$ cat src/rtl/fetch_buffer_pkg.sv
// Shared definitions for the fetch buffer: word type, reset PC,
// default FIFO depth and the queued entry layout.
package fetch_buffer_pkg;

  typedef logic [31:0] int_t;

  localparam int_t PC_INIT             = 32'h0000_3000;
  localparam int   FETCH_DEPTH_DEFAULT = 4;

  typedef struct packed {
    int_t pc;
    int_t instruction;
  } fetch_entry_t;

endpackage

$ cat src/rtl/fetch_fifo.sv
// Circular queue of fetched {pc, instruction} entries with
// first-word fall-through head and a single-cycle clear.
module fetch_fifo
  import fetch_buffer_pkg::*;
#(
  parameter int DEPTH = FETCH_DEPTH_DEFAULT,
  localparam int PW = $clog2(DEPTH),
  localparam int CW = PW + 1
) (
  input  logic         clock,
  input  logic         reset,
  input  logic         clear,
  input  logic         push,
  input  fetch_entry_t push_entry,
  input  logic         pop,
  output fetch_entry_t head_entry,
  output logic [CW-1:0] count
);

  fetch_entry_t  mem_r [DEPTH];
  logic [PW-1:0] head_r;
  logic [PW-1:0] tail_r;
  logic [CW-1:0] count_r;
  logic          do_push_s;
  logic          do_pop_s;

  // Clear wins over both push and pop; popping an empty queue is a no-op.
  assign do_push_s = push && !clear && !reset;
  assign do_pop_s  = pop && (count_r != {CW{1'b0}}) && !clear;

  assign head_entry = mem_r[head_r];
  assign count      = count_r;

  // Pointer and occupancy bookkeeping; pointers wrap naturally at DEPTH.
  always_ff @(posedge clock) begin
    if (reset || clear) begin
      head_r  <= {PW{1'b0}};
      tail_r  <= {PW{1'b0}};
      count_r <= {CW{1'b0}};
    end else begin
      if (do_push_s) tail_r <= tail_r + PW'(1'b1);
      if (do_pop_s)  head_r <= head_r + PW'(1'b1);
      case ({do_push_s, do_pop_s})
        2'b10:   count_r <= count_r + CW'(1'b1);
        2'b01:   count_r <= count_r - CW'(1'b1);
        default: count_r <= count_r;
      endcase
    end
  end

  // Entry storage is deliberately left unreset.
  always_ff @(posedge clock) begin
    if (do_push_s) mem_r[tail_r] <= push_entry;
  end

  fetch_fifo_checker #(.DEPTH(DEPTH), .CW(CW)) u_checker (
    .clock (clock),
    .reset (reset),
    .push  (push),
    .clear (clear),
    .count (count_r)
  );

endmodule

$ cat src/rtl/fetch_fifo_checker.sv
// Protocol checks for fetch_fifo: the issue throttle must never let a
// response land on a full queue.
module fetch_fifo_checker #(
  parameter int DEPTH = 4,
  parameter int CW    = 3
) (
  input logic          clock,
  input logic          reset,
  input logic          push,
  input logic          clear,
  input logic [CW-1:0] count
);

  localparam logic [CW-1:0] DEPTH_L = CW'(DEPTH);

  // A surviving push must always find a free slot.
  a_no_push_when_full: assert property (
    @(posedge clock) disable iff (reset) (push && !clear) |-> (count != DEPTH_L)
  );

endmodule

$ cat src/rtl/fetch_buffer.sv
// Instruction fetch front end: issues imem reads from the PC, tags the
// one-cycle-late response and queues it for decode, throttling the PC.
module fetch_buffer
  import fetch_buffer_pkg::*;
#(
  parameter int FETCH_DEPTH = FETCH_DEPTH_DEFAULT
) (
  input  logic clock,
  input  logic reset,
  input  int_t pcValue,
  output logic fetchStall,
  input  logic flush,
  output logic imemReadEnable,
  output int_t imemAddr,
  input  int_t imemData,
  output logic decodeValid,
  output int_t decodePC,
  output int_t decodeInstruction,
  input  logic decodeReady
);

  localparam int CW = $clog2(FETCH_DEPTH) + 1;
  localparam logic [CW:0] DEPTH_L = (CW + 1)'(FETCH_DEPTH);

  logic          primed_r;
  logic          in_flight_r;
  int_t          issue_pc_r;
  logic [CW-1:0] count_s;
  logic [CW:0]   occupancy_s;
  logic          push_s;
  logic          pop_s;
  fetch_entry_t  head_s;
  fetch_entry_t  push_entry_s;

  // An outstanding read reserves its slot; pops this cycle are not credited.
  assign occupancy_s = {1'b0, count_s} + {{CW{1'b0}}, in_flight_r};

  assign fetchStall     = reset || (!flush && (!primed_r || (occupancy_s >= DEPTH_L)));
  assign imemReadEnable = !reset && primed_r && !fetchStall && !flush;
  assign imemAddr       = pcValue;

  assign decodeValid       = !reset && (count_s != {CW{1'b0}}) && !flush;
  assign decodePC          = head_s.pc;
  assign decodeInstruction = head_s.instruction;

  assign push_s       = in_flight_r && !flush;
  assign pop_s        = decodeValid && decodeReady;
  assign push_entry_s = '{pc: issue_pc_r, instruction: imemData};

  // Primed skips the first post-reset cycle; in-flight tags next cycle's imemData.
  always_ff @(posedge clock) begin
    if (reset) begin
      primed_r    <= 1'b0;
      in_flight_r <= 1'b0;
    end else begin
      primed_r    <= 1'b1;
      in_flight_r <= imemReadEnable;
    end
  end

  // Remember the address of the outstanding read so it can be queued with its data.
  always_ff @(posedge clock) begin
    if (imemReadEnable) issue_pc_r <= pcValue;
  end

  fetch_fifo #(.DEPTH(FETCH_DEPTH)) u_fifo (
    .clock      (clock),
    .reset      (reset),
    .clear      (flush),
    .push       (push_s),
    .push_entry (push_entry_s),
    .pop        (pop_s),
    .head_entry (head_s),
    .count      (count_s)
  );

endmodule

$ cat config.mk
export PLATFORM = sky130hd
export DESIGN_NAME = fetch_buffer
export DESIGN_NICKNAME = d
export VERILOG_FILES = /design/src/rtl/fetch_buffer_pkg.sv /design/src/rtl/fetch_fifo.sv /design/src/rtl/fetch_fifo_checker.sv /design/src/rtl/fetch_buffer.sv
export SDC_FILE = /design/constraint.sdc
export NUM_CORES = 1
export LEC_CHECK = 0
export ABC_AREA = 1
export CAP_MARGIN = 0
export CORE_ASPECT_RATIO = 0.5
export CORE_UTILIZATION = 54
export DETAILED_ROUTE_END_ITERATION = 7
export MAX_ROUTING_LAYER = met4
export PLACE_DENSITY = 0.8
export SYNTH_ARGS = -nofsm -noshare
export SYNTH_HDL_FRONTEND = slang
export SYNTH_SLANG_ARGS = --single-unit
$ cat constraint.sdc
create_clock -name clock -period 4.6 [get_ports clock]
set_input_delay 0.69 -clock clock [delete_from_list [all_inputs] [get_ports clock]]
set_output_delay 0.69 -clock clock [all_outputs]
set_load 0.005 [all_outputs]
# After elaboration in Yosys (flattened, before gate mapping)
# Memories as Yosys holds them, arrays and structs flattened. A register that Yosys moved wholly into a read port is not among the register bits.
# Cells that the tools add are included.
dict set report totals {
  regBits 41
  ramBits 256
  in_bits 68
  word_cells 42
  mem_count 1
}
# name depth width read_ports rd_ports_with_merged_regs write_ports line
set mem_list {}
lappend mem_list {u_fifo.mem_r 4 64 1 1 1 fetch_fifo.sv:20} ;# fetch_entry_t mem_r [DEPTH];
dict set report classes {
  add_sub_neg 5
  order_cmp 1
  eq_ne 2
  muxes 6
  reduce_logical 21
}
# cell n
set ops {}
lappend ops {{1-bit logical AND} 12}
lappend ops {{3-bit case mux with 2 select lines} 1}
lappend ops {{2-bit by 1-bit adder with 2-bit output (second input constant)} 2}
lappend ops {{3-bit by 1-bit adder with 4-bit output} 1}
lappend ops {{4-bit by 3-bit >= comparator with 1-bit output (second input constant)} 1}
lappend ops {{1-bit logical NOT} 4}
lappend ops {{2-bit two-way mux} 2}
lappend ops {{3-bit by 1-bit adder with 3-bit output (second input constant)} 1}
lappend ops {{1-bit logical OR} 3}
lappend ops {{1-bit two-way mux} 3}
lappend ops {{3-bit nonzero test} 1}
lappend ops {{3-bit by 1-bit subtractor with 3-bit output (second input constant)} 1}
lappend ops {{2-bit by 1-bit == test with 1-bit output (second input constant)} 1}
lappend ops {{2-bit == test (second input constant)} 1}
lappend ops {{2-bit nonzero test} 1}

# Depth between registers and ports, before layout
dict set report depth {
  depth_word 8
  ltp_mapped 13
  mapped_depth_nobuf 13
}

# By module
# From an unflattened synthesis, not the netlist that was laid out.
dict set report hier_totals {
  hier_cells 774
  area_unflattened_um2 11312.1
}
# module instances cells_each area_each_um2 seq_area_each_um2
set by_module_without_submodules {}
lappend by_module_without_submodules {fetch_fifo 1 686 9973.3 7867.5}
lappend by_module_without_submodules {fetch_buffer 1 88 1338.8 1001.0}

# Worst setup path after synthesis
# No wires, ideal clock.
dict set report synth_timing {
  path_type {input to register}
  startpoint {in reset}
  endpoint {mem u_fifo.mem_r[0][0] (netlist name) (enable)}
  setup_time_ns 0.486
  arrival_ns 3.739
  setup_slack_ns 0.375
  path_stages 3
  path_buffers 0
  cell_sequence {nor2_2 -> nand2_1 -> nor2_1}
}
dict set report synth_via {
  elab_chain_len 4
}
# element line
set synth_lines {}
lappend synth_lines {{start: declaration} fetch_buffer.sv:9} ;# input logic reset,
lappend synth_lines {{1-bit logical NOT} fetch_fifo.sv:28} ;# assign do_push_s = push && !clear && !reset;
lappend synth_lines {{1-bit logical AND} fetch_fifo.sv:28}
lappend synth_lines {{1-bit two-way mux} fetch_fifo.sv:53} ;# if (do_push_s) mem_r[tail_r] <= push_entry;
lappend synth_lines {{1-bit two-way mux (implied by the code)} fetch_fifo.sv:53}
lappend synth_lines {{end: declaration} fetch_fifo.sv:20}
# No other way between the ends.

==> metrics.txt <==
class of the worst hold path flop to flop; largest net degree at the start of global routing 73; HP Start issue_pc_r[28]$_DFFE_PP_; total routed wirelength 22.3 mm; Final #Nets approximately 960; sequential power share 0.562; Vias 6,495; GRT overflow 0; Synth-to-Final Area Change 22.0%; chip height 104 µm; IO Pins approximately 170; Post-synth EDFFs between 200 and 300; Max Buffers Root-to-Sink 3; Slowest-stage cell, CP dfxtp_4; CTS tree yes; Wirelength per Cell 19.0 µm; Root Buffer clkbuf_16; # H-tree levels 1; ANT cells 0; vias in the first global route 6,614; fin. max-slew vios 0; Worst Setup Start Kind flop; sequential area share after synthesis 0.788; layout cells sized above 1 0.0595; placed cell count about 1,100; CP max stage delay between 0.7 and 0.8 ns; Clk pwr share 0.411; FF-to-FF End u_fifo.mem_r[1][9]$_DFFE_PP_; FFs w/ async S/R, synth 0; final hold slack roughly 0.50 ns; met1 WL 9.44 mm; cell family with most CP delay buffers and inverters; # Post-CTS Setup Buffers 0; min cycle time layout ~3.8 ns; post-synthesis cell count 760; Most used DFF post-synth edfxtp_1; WP data arrival 3.06 ns; unique cell type count in the Yosys netlist 22; classification of the worst setup path flop to primary output; Final Instance Area 13,700 µm²; syn_nets roughly 830; post-place instance area 12,900 µm²; Final setup viols 0; Max Cap Viol 0; Final Skew ~0.0050 ns; crit-path cells buf_4, o21ai_0, o22ai_1, clkdlybuf4s50_1; 1st-iter DRT viols roughly 510; DIE WIDTH between 200 and 250 µm; Placer Congestion around 0.77; P per Cell Area between 300 and 400 nW/µm²; CTS resizes 0; DR DRC count 0; Pre-antenna DRT Iters 4; FF-to-FF Start in_flight_r$_SDFF_PP0_; Initial Util 0.565; Register-to-Register Path Depth 3; Post-CTS Hold Fix Bufs 0; RSZ-0062 raised after global routing false; Post-DP HPWL 12.3 mm; WP buf/inv 2; most frequent cells in the layout edfxtp_1, clkdlybuf4s50_1, nor2_1; most common cell after layout, fill and taps aside edfxtp_1; first-pass GRT wire length roughly 35 mm; status completed; port bufs around 170; Max FO, Critical Path 72; Finished Layout Cells ~1,200; Logic pwr share 0.028; Internal between 4 and 5 mW; Switch Pwr 979 µW; Hold Path Depth 0; crit end category primary output; Clock transition at path regs roughly 0.070 ns; total CTS buffers 25; per-instance average area after synthesis 14.8 µm²; latest clock arrival within the worst-skew pair 0.51 ns; GRT Util Overall 0.216; Max-slew headroom 0.310; met3 wire len between 1 and 1.5 mm; sum of negative setup slack 0 ns; Die ar. about 21,000 µm²; Syn. warnings 0; Synth Register Bits 299; Crit path required time roughly 3.9 ns; area of the core roughly 20,000 µm²; Slew @ Worst Pin between 1 and 1.5 ns; # rows 36; Synth Cell Area about 11,000 µm²; worst reg2reg setup slack about 2.6 ns; Top Metal Used met4; routed wl met2 roughly 11 mm; fin crit share 0.815; Net Sw Frac 0.183; leakage 4.53 nW; worst hold path endpoint u_fifo.mem_r[1][60]$_DFFE_PP_; # clock sinks 299; Via density roughly 5.5; Final Hold Viols 0; Max Clk Rate 0.267 GHz; maximum vdd drop just over 0.2 mV; ANT nets after route 0; Fillers roughly 1,400; antenna violations before repair 0
==> metrics by stage <==
| step | utilization | total power, mW | setup WS [ns] |
|---|---|---|---|
| after detailed placement | 0.647 | 3.21 | 1.42 |
| after global routing | 0.689 | 5.48 | 0.621 |
| after global placement | 0.647 | 3.20 | 1.49 |
| after floorplan | - | 3.10 | 0.375 |
| after CTS | 0.689 | 5.37 | 0.831 |
| final | 0.689 | 5.34 | 0.850 |
==> worst max-delay path by stage <==
stage / from / end / slack (ns) / cells past startpoint
after floorplan: reset / u_fifo.mem_r[0][0]$_DFFE_PP_ / 0.37 / 3
after global placement: flop / decodePC[18] / 1.49 / 4
after detailed placement: flop / decodePC[22] / 1.42 / 4
after CTS: flop / decodePC[18] / 0.83 / 4
after global routing: flop / decodePC[18] / 0.62 / 4
final: flop / decodeInstruction[2] / 0.85 / 4
==> kinds of logic (layout without fill, tap and decap cells) <==
group | Yosys count | after routing | synth area share
AND/OR/NAND/NOR | 162 | 162 | 0.0548
adder cells (fa/ha/maj) | 6 | 6 | 0.00734
XOR/XNOR | 1 | 1 | 0.000779
AO/OA/AOI/OAI | 200 | 200 | 0.0961
flip-flops | 299 | 299 | 0.788
buffers and inverters | 92 | 240 | 0.0525
==> synth_stat cells (all sizes together), types with 3 or more instances <==
cell,number,area share
a21oi,5,0.0022
buf,52,0.039
clkbuf,21,0.0073
dfxtp,11,0.020
edfxtp,288,0.77
ha,5,0.0056
inv,18,0.0060
nand2,12,0.0040
nand3,3,0.0013
nor2,146,0.049
o21ai,131,0.058
o22ai,64,0.036
==> registers in the layout (all words and copies together) (netlist names), named ones only <==
| register | count |
|---|---|
| u_fifo.mem_r | 256 |
| issue_pc_r | 32 |
| u_fifo.count | 3 |
| u_fifo.head_r | 2 |
| u_fifo.tail_r | 2 |
| in_flight_r | 1 |
| primed_r | 1 |
==> final cells by class <==
class	count	area, µm²	area share
timing repair buffer	176	1770	0.129
inverter	19	73.8	0.00538
multi-input combinational	369	1830	0.133
sequential	299	8870	0.647
clock inverter	15	198	0.0144
tap	266	333	0.0243
clock buffer	30	644	0.0470
==> power by group through the flow <==
stage	clock (mW)	combinational (mW)	sequential [mW]
6_report	2.19	0.148	3.00
5_1_grt	2.33	0.157	3.00
3_3_place_gp	0	0.145	3.06
4_1_cts	2.22	0.149	3.00
2_1_floorplan	0	0.0412	3.06
3_5_place_dp	0	0.148	3.06
==> routing by layer <==
metal,vias to the layer above,GRT usage
met5,-,-
met4,0,0.0404
met3,29,0.0323
met2,211,0.366
met1,3197,0.280
li1,3058,-
No activity file was read; power rests on OpenSTA's default activity.
